`src/rtl/avalon_uart_pkg.sv`:
```
// rtl/avalon_uart_pkg.sv - register map, bit positions and FSM state type for avalon_uart
package avalon_uart_pkg;

    localparam logic [2:0] REG_TXDATA = 3'd0;
    localparam logic [2:0] REG_RXDATA = 3'd1;
    localparam logic [2:0] REG_CTRL   = 3'd2;
    localparam logic [2:0] REG_STATUS = 3'd3;
    localparam logic [2:0] REG_DIV    = 3'd4;

    localparam int CTRL_TXEN = 0;
    localparam int CTRL_RXEN = 1;
    localparam int CTRL_TXIE = 2;
    localparam int CTRL_RXIE = 3;

    localparam int STAT_OVERRUN = 4;

    localparam logic [15:0] DIV_MIN = 16'd4;

    typedef enum logic [1:0] {
        UART_IDLE,
        UART_START,
        UART_DATA,
        UART_STOP
    } uart_state_e;

    function automatic logic [15:0] clamp_div(input logic [15:0] d);
        return (d < DIV_MIN) ? DIV_MIN : d;
    endfunction

endpackage

```
`src/rtl/uart_sync_fifo.sv`:
```
// rtl/uart_sync_fifo.sv - first-word-fall-through FIFO with extra-bit wrap pointers
module uart_sync_fifo #(
    parameter int WIDTH = 8,
    parameter int DEPTH = 8
) (
    input  logic             clk,
    input  logic             rst,
    input  logic             push,
    input  logic             pop,
    input  logic [WIDTH-1:0] din,
    output logic [WIDTH-1:0] dout,
    output logic             full,
    output logic             empty
);

    localparam int AW = $clog2(DEPTH);

    logic [WIDTH-1:0] mem [DEPTH];
    logic [AW:0]      wr_ptr;
    logic [AW:0]      rd_ptr;
    logic             do_push;
    logic             do_pop;

    assign empty   = (wr_ptr == rd_ptr);
    assign full    = (wr_ptr[AW] != rd_ptr[AW]) && (wr_ptr[AW-1:0] == rd_ptr[AW-1:0]);
    assign do_pop  = pop & ~empty;
    // A pop in the same cycle frees a slot, so a push into a full FIFO still lands
    assign do_push = push & (~full | do_pop);
    assign dout    = mem[rd_ptr[AW-1:0]];

    always_ff @(posedge clk or posedge rst) begin
        if (rst) begin
            wr_ptr <= '0;
            rd_ptr <= '0;
        end else begin
            if (do_push) wr_ptr <= wr_ptr + 1'b1;
            if (do_pop)  rd_ptr <= rd_ptr + 1'b1;
        end
    end

    always_ff @(posedge clk) begin
        if (do_push) mem[wr_ptr[AW-1:0]] <= din;
    end

endmodule

```
`src/rtl/avalon_uart.sv`:
```
// rtl/avalon_uart.sv - Avalon-MM 8N1 UART with TX/RX FIFOs and level interrupt
module avalon_uart
    import avalon_uart_pkg::*;
#(
    parameter int          FIFO_DEPTH = 8,
    parameter logic [15:0] DIV_RESET  = 16'd433
) (
    input  logic        clk,
    input  logic        rst,
    input  logic        avn_read,
    input  logic        avn_write,
    input  logic [4:0]  avn_address,
    input  logic [3:0]  avn_byte_enable,
    input  logic [31:0] avn_writedata,
    output logic [31:0] avn_readdata,
    output logic        avn_waitrequest,
    output logic        uart_txd,
    input  logic        uart_rxd,
    output logic        uart_irq
);

    logic [2:0]  reg_idx;
    logic [3:0]  ctrl;
    logic [15:0] div_reg;
    logic        overrun;
    logic        rd_ack;
    logic        rx_pop_pend;
    logic [31:0] rd_data;
    logic        unused_bits;

    logic        tx_push, tx_pop, tx_full, tx_empty, tx_take;
    logic [7:0]  tx_dout;
    logic        rx_push, rx_pop, rx_full, rx_empty;
    logic [7:0]  rx_dout;

    uart_state_e tx_state, rx_state;
    logic [15:0] tx_cnt, rx_cnt;
    logic [7:0]  tx_shift, rx_shift;
    logic [2:0]  tx_idx, rx_idx;
    logic [1:0]  rx_sync;
    logic        rxs, rxs_d;
    logic [16:0] div_p1;
    logic [15:0] half_m1;
    logic [15:0] div_wr;

    assign reg_idx         = avn_address[4:2];
    assign unused_bits     = ^{avn_address[1:0], avn_byte_enable[3:2], avn_writedata[31:16]};
    assign avn_waitrequest = avn_read & ~rd_ack;

    assign tx_push = avn_write && (reg_idx == REG_TXDATA) && avn_byte_enable[0];
    assign tx_take = ctrl[CTRL_TXEN] & ~tx_empty &
                     ((tx_state == UART_IDLE) || ((tx_state == UART_STOP) && (tx_cnt == 16'd0)));
    assign tx_pop  = tx_take;

    assign rxs     = rx_sync[1];
    assign rx_push = (rx_state == UART_STOP) && (rx_cnt == 16'd0) && rxs;
    assign rx_pop  = rd_ack & rx_pop_pend;
    assign div_p1  = {1'b0, div_reg} + 17'd1;
    assign half_m1 = div_p1[16:1] - 16'd1;
    assign div_wr  = {avn_byte_enable[1] ? avn_writedata[15:8] : div_reg[15:8],
                      avn_byte_enable[0] ? avn_writedata[7:0]  : div_reg[7:0]};

    uart_sync_fifo #(.WIDTH(8), .DEPTH(FIFO_DEPTH)) u_tx_fifo (
        .clk(clk), .rst(rst), .push(tx_push), .pop(tx_pop), .din(avn_writedata[7:0]),
        .dout(tx_dout), .full(tx_full), .empty(tx_empty)
    );

    uart_sync_fifo #(.WIDTH(8), .DEPTH(FIFO_DEPTH)) u_rx_fifo (
        .clk(clk), .rst(rst), .push(rx_push), .pop(rx_pop), .din(rx_shift),
        .dout(rx_dout), .full(rx_full), .empty(rx_empty)
    );

    always_comb begin
        rd_data = 32'd0;
        case (reg_idx)
            REG_TXDATA: rd_data = {tx_full, 31'd0};
            REG_RXDATA: rd_data = {rx_empty, 23'd0, rx_empty ? 8'd0 : rx_dout};
            REG_CTRL:   rd_data = {28'd0, ctrl};
            REG_STATUS: rd_data = {26'd0, (tx_state != UART_IDLE), overrun,
                                   rx_empty, rx_full, tx_empty, tx_full};
            REG_DIV:    rd_data = {16'd0, div_reg};
            default:    rd_data = 32'd0;
        endcase
    end

    // Readdata is captured in the stall cycle; the RX pop is deferred to the completing cycle
    always_ff @(posedge clk or posedge rst) begin
        if (rst) begin
            avn_readdata <= 32'd0;
            rd_ack       <= 1'b0;
            rx_pop_pend  <= 1'b0;
            ctrl         <= 4'd0;
            div_reg      <= DIV_RESET;
            overrun      <= 1'b0;
            uart_irq     <= 1'b0;
        end else begin
            rd_ack <= avn_read & ~rd_ack;
            if (avn_read && !rd_ack) begin
                avn_readdata <= rd_data;
                rx_pop_pend  <= (reg_idx == REG_RXDATA) && !rx_empty;
            end
            if (avn_write && avn_byte_enable[0] && reg_idx == REG_CTRL)
                ctrl <= avn_writedata[3:0];
            if (avn_write && (|avn_byte_enable[1:0]) && reg_idx == REG_DIV)
                div_reg <= clamp_div(div_wr);
            if (rx_push && rx_full && !rx_pop)
                overrun <= 1'b1;
            else if (avn_write && avn_byte_enable[0] && reg_idx == REG_STATUS &&
                     avn_writedata[STAT_OVERRUN])
                overrun <= 1'b0;
            uart_irq <= (ctrl[CTRL_TXIE] & tx_empty) | (ctrl[CTRL_RXIE] & ~rx_empty);
        end
    end

    always_ff @(posedge clk or posedge rst) begin
        if (rst) begin
            tx_state <= UART_IDLE;
            tx_cnt   <= 16'd0;
            tx_shift <= 8'd0;
            tx_idx   <= 3'd0;
            uart_txd <= 1'b1;
        end else begin
            case (tx_state)
                UART_IDLE: if (tx_take) begin
                    tx_state <= UART_START;
                    uart_txd <= 1'b0;
                    tx_shift <= tx_dout;
                    tx_cnt   <= div_reg;
                    tx_idx   <= 3'd0;
                end
                UART_START: if (tx_cnt == 16'd0) begin
                    tx_state <= UART_DATA;
                    uart_txd <= tx_shift[0];
                    tx_cnt   <= div_reg;
                end else tx_cnt <= tx_cnt - 16'd1;
                UART_DATA: if (tx_cnt == 16'd0) begin
                    tx_cnt <= div_reg;
                    if (tx_idx == 3'd7) begin
                        tx_state <= UART_STOP;
                        uart_txd <= 1'b1;
                    end else begin
                        tx_idx   <= tx_idx + 3'd1;
                        tx_shift <= {1'b0, tx_shift[7:1]};
                        uart_txd <= tx_shift[1];
                    end
                end else tx_cnt <= tx_cnt - 16'd1;
                UART_STOP: if (tx_cnt == 16'd0) begin
                    if (tx_take) begin
                        tx_state <= UART_START;
                        uart_txd <= 1'b0;
                        tx_shift <= tx_dout;
                        tx_cnt   <= div_reg;
                        tx_idx   <= 3'd0;
                    end else tx_state <= UART_IDLE;
                end else tx_cnt <= tx_cnt - 16'd1;
                default: tx_state <= UART_IDLE;
            endcase
        end
    end

    always_ff @(posedge clk or posedge rst) begin
        if (rst) begin
            rx_sync  <= 2'b11;
            rxs_d    <= 1'b1;
            rx_state <= UART_IDLE;
            rx_cnt   <= 16'd0;
            rx_shift <= 8'd0;
            rx_idx   <= 3'd0;
        end else begin
            rx_sync <= {rx_sync[0], uart_rxd};
            rxs_d   <= rxs;
            case (rx_state)
                UART_IDLE: if (ctrl[CTRL_RXEN] && rxs_d && !rxs) begin
                    rx_state <= UART_START;
                    rx_cnt   <= half_m1;
                end
                UART_START: if (rx_cnt == 16'd0) begin
                    rx_state <= rxs ? UART_IDLE : UART_DATA;
                    rx_cnt   <= div_reg;
                    rx_idx   <= 3'd0;
                end else rx_cnt <= rx_cnt - 16'd1;
                UART_DATA: if (rx_cnt == 16'd0) begin
                    rx_shift <= {rxs, rx_shift[7:1]};
                    rx_cnt   <= div_reg;
                    if (rx_idx == 3'd7) rx_state <= UART_STOP;
                    else                rx_idx   <= rx_idx + 3'd1;
                end else rx_cnt <= rx_cnt - 16'd1;
                UART_STOP: if (rx_cnt == 16'd0) rx_state <= UART_IDLE;
                else rx_cnt <= rx_cnt - 16'd1;
                default: rx_state <= UART_IDLE;
            endcase
        end
    end

endmodule
```
`config.mk`:
```
export PLATFORM = sky130hd
export DESIGN_NAME = avalon_uart
export DESIGN_NICKNAME = d
export VERILOG_FILES = /design/src/rtl/avalon_uart_pkg.sv /design/src/rtl/uart_sync_fifo.sv /design/src/rtl/avalon_uart.sv
export SDC_FILE = /design/constraint.sdc
export NUM_CORES = 1
export LEC_CHECK = 0
export ABC_AREA = 1
export CAP_MARGIN = 0
export CORE_UTILIZATION = 50
export DETAILED_ROUTE_END_ITERATION = 7
export DONT_BUFFER_PORTS = 1
export PLACE_DENSITY = 0.68
export SETUP_SLACK_MARGIN = 0.4
export SLEW_MARGIN = 5
export SYNTH_ARGS = -nofsm -noshare
export SYNTH_HDL_FRONTEND = slang
export SYNTH_SLANG_ARGS = --single-unit
```
`constraint.sdc`:
```
create_clock -name clk -period 3.92 [get_ports clk]
set_clock_uncertainty 0.2 [all_clocks]
set_input_delay 0.784 -clock clk [delete_from_list [all_inputs] [get_ports clk]]
set_output_delay 0.784 -clock clk [all_outputs]
set_load 0.02 [all_outputs]
```
* Yosys cells after proc, flatten, opt, wreduce, memory -nomap -nowiden
Memories as Yosys holds them, arrays and structs flattened.
Index checks and enable logic that the tools add are counted.
** Word-level totals
- Register bits :: 134
- Memory bits (writable) :: 128
- Input bits :: 46
- Memories :: 2
** Cells by class
- Add/sub/neg operators :: 10
- Order comparisons :: 1
- Eq/ne operators :: 31
- Multiplexer cells :: 53
- Bitwise gates (word level) :: 18
- Reduce and logical (&&, ||, !) cells :: 43
** Memory list
- u_rx_fifo.mem :: words 8, width 8, rd ports 1, clocked after memory_dff 0, wr ports 1, RTL line uart_sync_fifo.sv:18 : logic [WIDTH-1:0] mem [DEPTH];
- u_tx_fifo.mem :: words 8, width 8, rd ports 1, clocked after memory_dff 0, wr ports 1, RTL line uart_sync_fifo.sv:18
** Operator list (number)
- $pmux W32 S5 :: 1
- $mux W16 :: 7
- $pmux W16 S3 :: 2
- $mux W8 :: 7
- $sub A16 B1 Y16 const B :: 3
- $logic_not A16 Y1 :: 2
- $pmux W8 S3 :: 1
- $mux W2 :: 11
- $mux W3 :: 7
- $ne A2 B2 Y1 const B :: 10
- $logic_and A1 B1 Y1 :: 19
- $add A16 B1 Y17 const B :: 1
- $add A4 B1 Y4 const B :: 4
- $lt A16 B3 Y1 const B :: 1
- $pmux W2 S4 :: 2
- $mux W1 :: 12
- $and A1 B1 Y1 :: 10
- $reduce_and A5 Y1 :: 2
- $eq A3 B3 Y1 const B :: 3
- $pmux W3 S3 :: 1
- $eq A2 B2 Y1 const B :: 4
- $eq A4 B4 Y1 :: 2
- $reduce_and A4 Y1 :: 2
- $add A3 B1 Y3 const B :: 2
- other kinds (19) :: 40

* Longest topological paths before layout
Gate-level depths: netlist of run 1.
- Word-level depth :: 9
- Mapped depth :: 16
- Mapped depth without buffers :: 16

* By module
From an unflattened synthesis of run 1, not the netlist that was laid out.
** Unflattened totals
- Cells, all modules :: 1498
- Area total of the unflattened synthesis :: 13117.6 µm²
** By module, submodules not included
- avalon_uart :: times used 1, cells an instance 974, area each 7051.8 µm², seq. area each 2588.7 µm²
- uart_sync_fifo at u_rx_fifo :: times used 1, cells an instance 262, area each 3034.2 µm², seq. area each 2122.0 µm²
- uart_sync_fifo at u_tx_fifo :: times used 1, cells an instance 262, area each 3031.7 µm², seq. area each 2122.0 µm²

* Worst setup path after synthesis of run 1
Ideal clock, no wire load.
- Path type :: register to register
- Start point :: register tx_cnt[0]
- End point :: memory u_tx_fifo.mem[0][0] (enable)
- Setup time :: 0.383 ns
- Arrival time :: 2.214 ns
- Required time :: 3.337 ns
- Path slack :: 1.122 ns
- Cell stages (with the launch flop) :: 14
- Path through :: dfrtp_1 -> inv_1 -> ha_1 -> nand4_2 -> nor2_4 -> nand3_2 -> inv_2 -> nand2_2 -> nand2_2 -> nand2_4 -> nand2_2 -> nand2_2 -> buf_6 -> nor3_1
** On the way
- Longest elaborated chain between the ends :: 9
** Ends and longest elaborated chain
- from (decl) :: RTL line avalon_uart.sv:37 : logic [15:0] tx_cnt, rx_cnt;
- from (signal assigned) :: RTL line avalon_uart.sv:128 : tx_cnt <= div_reg;
- from (signal assigned) :: RTL line avalon_uart.sv:134 : tx_cnt <= div_reg;
- from (signal assigned) :: RTL line avalon_uart.sv:135 : end else tx_cnt <= tx_cnt - 16'd1;
- $logic_not A16 Y1 :: RTL line avalon_uart.sv:52 : ((tx_state == UART_IDLE) || ((tx_state == UART_STOP) && (tx_cnt == 16'd0)));
- $logic_and A1 B1 Y1 :: RTL line avalon_uart.sv:52
- $logic_or A1 B1 Y1 :: RTL line avalon_uart.sv:52
- $and A1 B1 Y1 :: RTL line avalon_uart.sv:51 : assign tx_take = ctrl[CTRL_TXEN] & ~tx_empty &
- $and A1 B1 Y1 :: RTL line uart_sync_fifo.sv:26 : assign do_pop = pop & ~empty;
- $or A1 B1 Y1 :: RTL line uart_sync_fifo.sv:28 : assign do_push = push & (~full | do_pop);
- $and A1 B1 Y1 :: RTL line uart_sync_fifo.sv:28
- $mux W1 :: RTL line uart_sync_fifo.sv:42 : if (do_push) mem[wr_ptr[AW-1:0]] <= din;
- $mux W1 (not written as such) :: RTL line uart_sync_fifo.sv:42
- to (decl) :: RTL line uart_sync_fifo.sv:18
No other way between the ends.

* Worst setup path after layout of run 1
- Start point :: register tx_cnt[0]
- End point :: memory u_tx_fifo.mem[6][6] (enable)
The elaborated chain is that of the path after synthesis.

==> flow_summary.toml, run 1 <==
[worst_hold_path]
hold_class = "in -> reg"
worstHoldStart = "uart_rxd"

[placed_design]
dp_hpwl_um = 21470
dpl_cell_area_sq_mm = 0.01319
io_buffers = 0
place.gp.congestion = 0.8813

[die]
initial_core_util_pct = 50.94
rows = 58
die_w_um = 162.2
dieHeight_um = 162.2
die_area_sq_mm = 0.02630
ios = 81
design.core.area_sq_mm = 0.02518

[clock_network]
clk_latency_ns = 0.54
cts_htree_levels = 1
cts_hold_buf = 0
cts_sinks = 247
clockRootBuffer = "clkbuf_16"
cts.path.max_buffers = 3
cts_tree = "yes"
cts_buffers = 27
clk_pin_slew_ns = 0.06
post_cts_buffers = 0
post_cts.resized_instances = 0

[drt]
ant_nets = 0
num_vias = 9842
drtIter0Drc = 800
routed_wl_um = 30790
wire_per_inst_um = 17.11
drt_drc_violations_left = 0
vias_per_cell = 5.468
firstDrtPassIters = 7

[sta]
tightest_slew_ns = 0.7990
fmax_ghz = 0.3483
setup_violations = 0
hold_violations = 0
finalCritPeriodShare_pct = 73.25
fin_tns_setup_ns = 0
min_period_ns = 2.871
finalMaxSlewViolations = 0
rsz0062_at_grt = "no"
relSlewSlack_pct = 46.62

[power_and_ir_drop]
p_per_area_mw_per_mm2 = 653.6
irDropWorstVdd_v = 0.0003692
leakagePower_nw = 5.916
finalPower_mw = 9.187

[setup_path]
required_ns = 3.88
cp-startpoint = "tx_cnt[0]"
crit_fanout = 12
worst_ep_arrival_time_ns = 2.83
cp_slowest_cell = "nor2_1"
end_kind = "register"
timing.critical_path.cells = "inv_1 -> ha_1 -> nand4_2 -> nor2_4 -> nand3_2 -> inv_2 -> nand2_2 -> nand2_2 -> nand2_4 -> nand2_2 -> nand2_2 -> nor2_1"
path_class = "reg -> reg"
crit_path_start_kind = "register"
path_buf_inv = 2
r2r_start = "tx_cnt[0]"
slowest_delay_ns = 0.57
cp_common_cell = "nand2_2"
crit_family = "simple AND/OR/NAND/NOR gates"

[cells_and_area]
drive_gt1_share_pct = 9.592
diodes = 0
fillers = 2224
design_area_sq_mm = 0.01406
fin_nets = 1518
syn_to_final_growth_pct = 9.568

[run]
maxCapViolCount = 0

[logic_synthesis]
synth_simple_gate_area_share_pct = 21.17
synth_cells = 1438
syn_avg_cell_area_sq_um = 8.921
ys_ff_latch = 247
synth.distinct_cells = 54
yosys_warnings = 0
synthAdderAreaFrac_pct = 2.243
synth_edf_count = 128
synth_compound_area_share_pct = 13.21
synth_top_family_by_area = "simple AND/OR/NAND/NOR gates"
ys_seq_area_share_pct = 53.26
synthMuxAreaShare_pct = 1.083
syn-cell-area_sq_mm = 0.01283
ys_async_sr_fraction_pct = 48.18
synth_xor_area_share_pct = 2.526
ys.flop_type = "edfxtp_1"

[status]
status = "completed"

[grt]
first_global_vias = 9390
grt_max_degree = 51
track_usage_pct = 23.85
grt_pass1_wl_um = 49360
grt-ovfl-total = 0
antenna_found_initial = 0
==> final cells by class <==
class	instances	area (sq um)	area share [%]
Clock buffer	36	739.5	5.261
Inverter	128	484.2	3.445
Timing Repair Buffer	31	245.2	1.745
Multi-Input combinational cell	1014	5218	37.12
Tap cell	330	412.9	2.938
Sequential cell	247	6833	48.61
Clock inverter	14	123.9	0.8813
==> placed cells by master (no fill, tap or decap), drive strengths merged, types with 3 or more instances in the layout <==
cell    count
nand2     325
nor2      188
o21ai     179
edfxtp    128
inv       123
dfrtp     110
nand3      68
clkbuf     36
o22ai      33
a21oi      31
buf        31
xor2       30
ha         23
nor3       21
o221ai     18
nand4      17
clkinv     16
conb       15
a31oi      11
dfstp       9
o211ai      8
o31ai       8
xnor2       7
mux2        7
mux2i       6
or2         3
o21bai      3
==> through the flow <==
stage	setup WS (ns)	cells	hold WS, ns	util (%)
floorplan	1.122	1452	0.1452	-
global placement	1.040	1750	0.1466	52.39
detailed placement	1.027	1750	0.1468	52.39
CTS	1.005	1800	0.02731	55.82
global route	0.8205	1800	0.03318	55.82
finish	1.049	1800	0.05141	55.82
==> cells by family after synthesis <==
logic type | after synthesis
and+or+nand+nor | 631
muxes | 13
AOI/OAI and AO/OA | 295
adders and majority gates | 23
xor gates and xnor gates | 37
buffers and inverters | 191
other | 1
DFF | 247
==> per-layer routing <==
| metal | part of all wire, % | GRT usage [%] | up-vias | wire, um |
|---|---|---|---|---|
| met3 | 5.5 | 3.345 | 61 | 1684 |
| met1 | 45 | 32.65 | 4624 | 13800 |
| met4 | 3.0 | 7.847 | 0 | 911 |
| li1 | - | - | 4886 | - |
| met2 | 47 | 39.08 | 271 | 14400 |
| met5 | 0 | 0 | - | 0 |
==> Yosys cell counts, types with 3 or more instances <==
cell	n	area, sq um
o21ai_1	9	45.04
nand2_2	11	68.82
xnor2_1	7	61.31
xor2_1	30	262.8
a31oi_1	11	68.82
clkbuf_1	29	108.9
nand4_1	16	100.1
o22ai_1	33	206.5
o221ai_1	18	157.7
o31ai_1	8	60.06
clkinv_1	5	18.77
nor2_2	9	56.30
dfrtp_1	110	2753
o21ai_2	9	78.83
mux2i_1	6	60.06
buf_6	5	56.30
ha_1	23	287.8
nor2_1	172	645.6
nor2_4	6	67.56
mux2_2	7	78.83
dfstp_2	9	236.5
or2_2	3	18.77
buf_2	9	45.04
nand2_1	312	1171
edfxtp_1	128	3844
nand3_1	66	330.3
inv_1	117	439.2
inv_2	6	22.52
o21bai_1	3	22.52
buf_4	17	127.6
o21ai_0	161	805.8
nor3_1	20	100.1
o211ai_1	8	60.06
a21oi_1	31	155.2
==> path summary, 6_finish.rpt <==
check                                                  end  slack [ns]  cells past startpoint
worst min-delay path                            rx_sync[0]        0.05                      0
worst min register to register                  rx_sync[1]        0.15                      0
max in group asynchronous                         uart_txd        2.64                      2
worst max register to register         u_tx_fifo.mem[6][6]        1.05                     12
worst max-delay path                   u_tx_fifo.mem[6][6]        1.05                     12
min in group asynchronous       asynchronous set/reset pin        0.06                      1
==> where the power goes <==
group          switching, mW  leakage, nW  internal [mW]
logic                   2.15         2.81           1.10
registers              0.397         2.67           3.08
clock network           1.02        0.430           1.45
==> worst reg2reg max path: stages (launching register included) <==
cell and delay, ns:
dfrtp_1 0.39, inv_1 0.08, ha_1 0.22, nand4_2 0.18, nor2_4 0.16, nand3_2 0.13
inv_2 0.13, nand2_2 0.08, nand2_2 0.08, nand2_4 0.05, nand2_2 0.08, nand2_2 0.13
nor2_1 0.57
Power figures use the tool's default switching activity.
==> run 2, diff against run 1 <==
- clock period: 3.92 -> 2.4 ns (I/O delays scaled with it)
==> flow_summary.toml, run 2 (same netlist as run 1, synthesis figures left out) <==
[sta]
setup_violations = 33
fmax_ghz = 0.4152
rsz0062_at_grt = "yes"
hold_violations = 3
worst_slack_ns = -0.008540
finalMaxSlewViolations = 0
finalCritPeriodShare_pct = 100.4
fin_hold_ws_ns = -0.008608
tightest_slew_ns = 0.9054
relSlewSlack_pct = 39.42
min_period_ns = 2.409

[status]
violations = "negative hold slack, negative setup slack"
status = "complete, but fails checks"

[clock_network]
cts_htree_levels = 1
clk_latency_ns = 0.56
clockRootBuffer = "clkbuf_16"
clk_pin_slew_ns = 0.06
cts_sinks = 247
cts.path.max_buffers = 3
cts_tree = "yes"
cts_buffers = 28

[setup_path]
crit_path_start_kind = "register"
path_class = "reg -> reg"
crit_fanout = 8
end_kind = "register"
required_ns = 2.47
worst_ep_arrival_time_ns = 2.48

[cells_and_area]
regArea_sq_mm = 0.006844
final_util_pct = 69.32
fillers = 1762
drive_gt1_share_pct = 32.38
fin_nets = 1693
final_common_cell = "nand2_1"
syn_to_final_growth_pct = 36.07
final_cell_mix = "nand2_1, edfxtp_1, nor2_1"
multi_input_area_sq_mm = 0.006611

[die]
rows = 58
die_area_sq_mm = 0.02630
design.core.area_sq_mm = 0.02518
die_w_um = 162.2
ios = 81
dieHeight_um = 162.2
initial_core_util_pct = 50.94

[placed_design]
io_buffers = 0
place.gp.congestion = 0.9057
dp_hpwl_um = 22810

[run]
maxCapViolCount = 0

[grt]
grt_max_degree = 34
grt_pass1_wl_um = 55730
antenna_found_initial = 2
grt-ovfl-total = 0
first_global_vias = 10610
track_usage_pct = 26.89

[power_and_ir_drop]
finalPower_mw = 19.21
irDropWorstVdd_v = 0.0008502
leakagePower_nw = 7.315
p_per_area_mw_per_mm2 = 1101

[drt]
routed_wl_um = 37680
wire_per_inst_um = 19.06
drt_drc_violations_left = 0
vias_per_cell = 5.695
firstDrtPassIters = 5
num_vias = 11260
ant_nets = 0
drtIter0Drc = 998

[worst_hold_path]
hold_class = "in -> reg"
[run 2: cell types whose count changed in the layout (fill, tap and decap cells not counted), sizes merged, moves of 2 or more]
cell         previous run  this run
dlygate4sd3             0        11
clkinvlp                1         7
inv                   123       119
clkbuf                 36        44
buf                    31       189
clkinv                 16        10
nand2                 325       327
[run 2: what timing repair did]
action | 4_1_cts | 5_1_grt
endpoints found under the setup margin | 191 | 207
cloned | 6 | 3
resized for setup | 147 | 251
endpoints found under the hold margin | 93 | 0
pin swaps | 53 | 109
hold buffers | 12 | 0
setup buffers | 52 | 40
[run 2: layer usage]
metal | GRT usage (%) | wire, um
met1 | 34.93 | 15140
met2 | 45.51 | 18610
met3 | 4.265 | 2655
met4 | 9.648 | 1274
met5 | 0 | 13
[run 2: worst paths after layout]
| check | from | end | slack [ns] | cells after the start |
|---|---|---|---|---|
| max in group asynchronous | rst | uart_txd | 1.03 | 3 |
| worst max-delay path | tx_cnt[12] | u_tx_fifo.mem[0][5] | -0.009 | 12 |
| worst min-delay path | avn_byte_enable[0] | div_reg[4] | -0.009 | 4 |
| worst min register to register | rx_sync[0] | rx_sync[1] | 0.16 | 0 |
| worst max register to register | tx_cnt[12] | u_tx_fifo.mem[0][5] | -0.009 | 12 |
| min in group asynchronous | rst | div_reg[3] | 0.30 | 2 |
[run 2: power by group]
part	internal, mW	leakage [nW]	switching, mW
combinational	3.80	4.16	5.37
sequential	5.03	2.69	0.670
clock	2.59	0.464	1.75
total	11.4	7.31	7.79
[run 2: metrics by stage]
step / cells / TNS, ns / area [sq um] / hold WS [ns] / setup slack (ns)
3_5_place_dp: 1811 / 0 / 14160 / 0.1510 / 0.02038
6_report: 1977 / -0.1706 / 17460 / -0.008608 / -0.008540
4_1_cts: 1933 / 0 / 16230 / 0.001635 / 0.09155
3_3_place_gp: 1811 / 0 / 14160 / 0.1463 / 0.06495
2_1_floorplan: 1452 / -0.09284 / 13190 / 0.1452 / -0.01161
5_1_grt: 1976 / -3.336 / 17450 / 0.008052 / -0.08793
[run 2: cell type report]
class / count / area share (%)
well taps: 330 / 2.365
diodes: 1 / 0.01434
inverters: 128 / 3.032
flip-flops and latches: 247 / 39.21
multi-input cells: 1016 / 37.88
repair buffers: 202 / 12.00
clock inverters: 9 / 0.7240
clock buffers: 43 / 4.738
repair inverters: 1 / 0.04301
[run 2: worst max-delay path: stages (launching register included)]
cell and delay, ns:
dfrtp_1 0.45, inv_2 0.13, nand3_2 0.14, inv_1 0.17, nand3_4 0.12, inv_4 0.10
nand2_4 0.06, nand2_4 0.10, nand2_8 0.09, nand2_8 0.11, nand2_8 0.09, nor3_4 0.19
buf_12 0.16
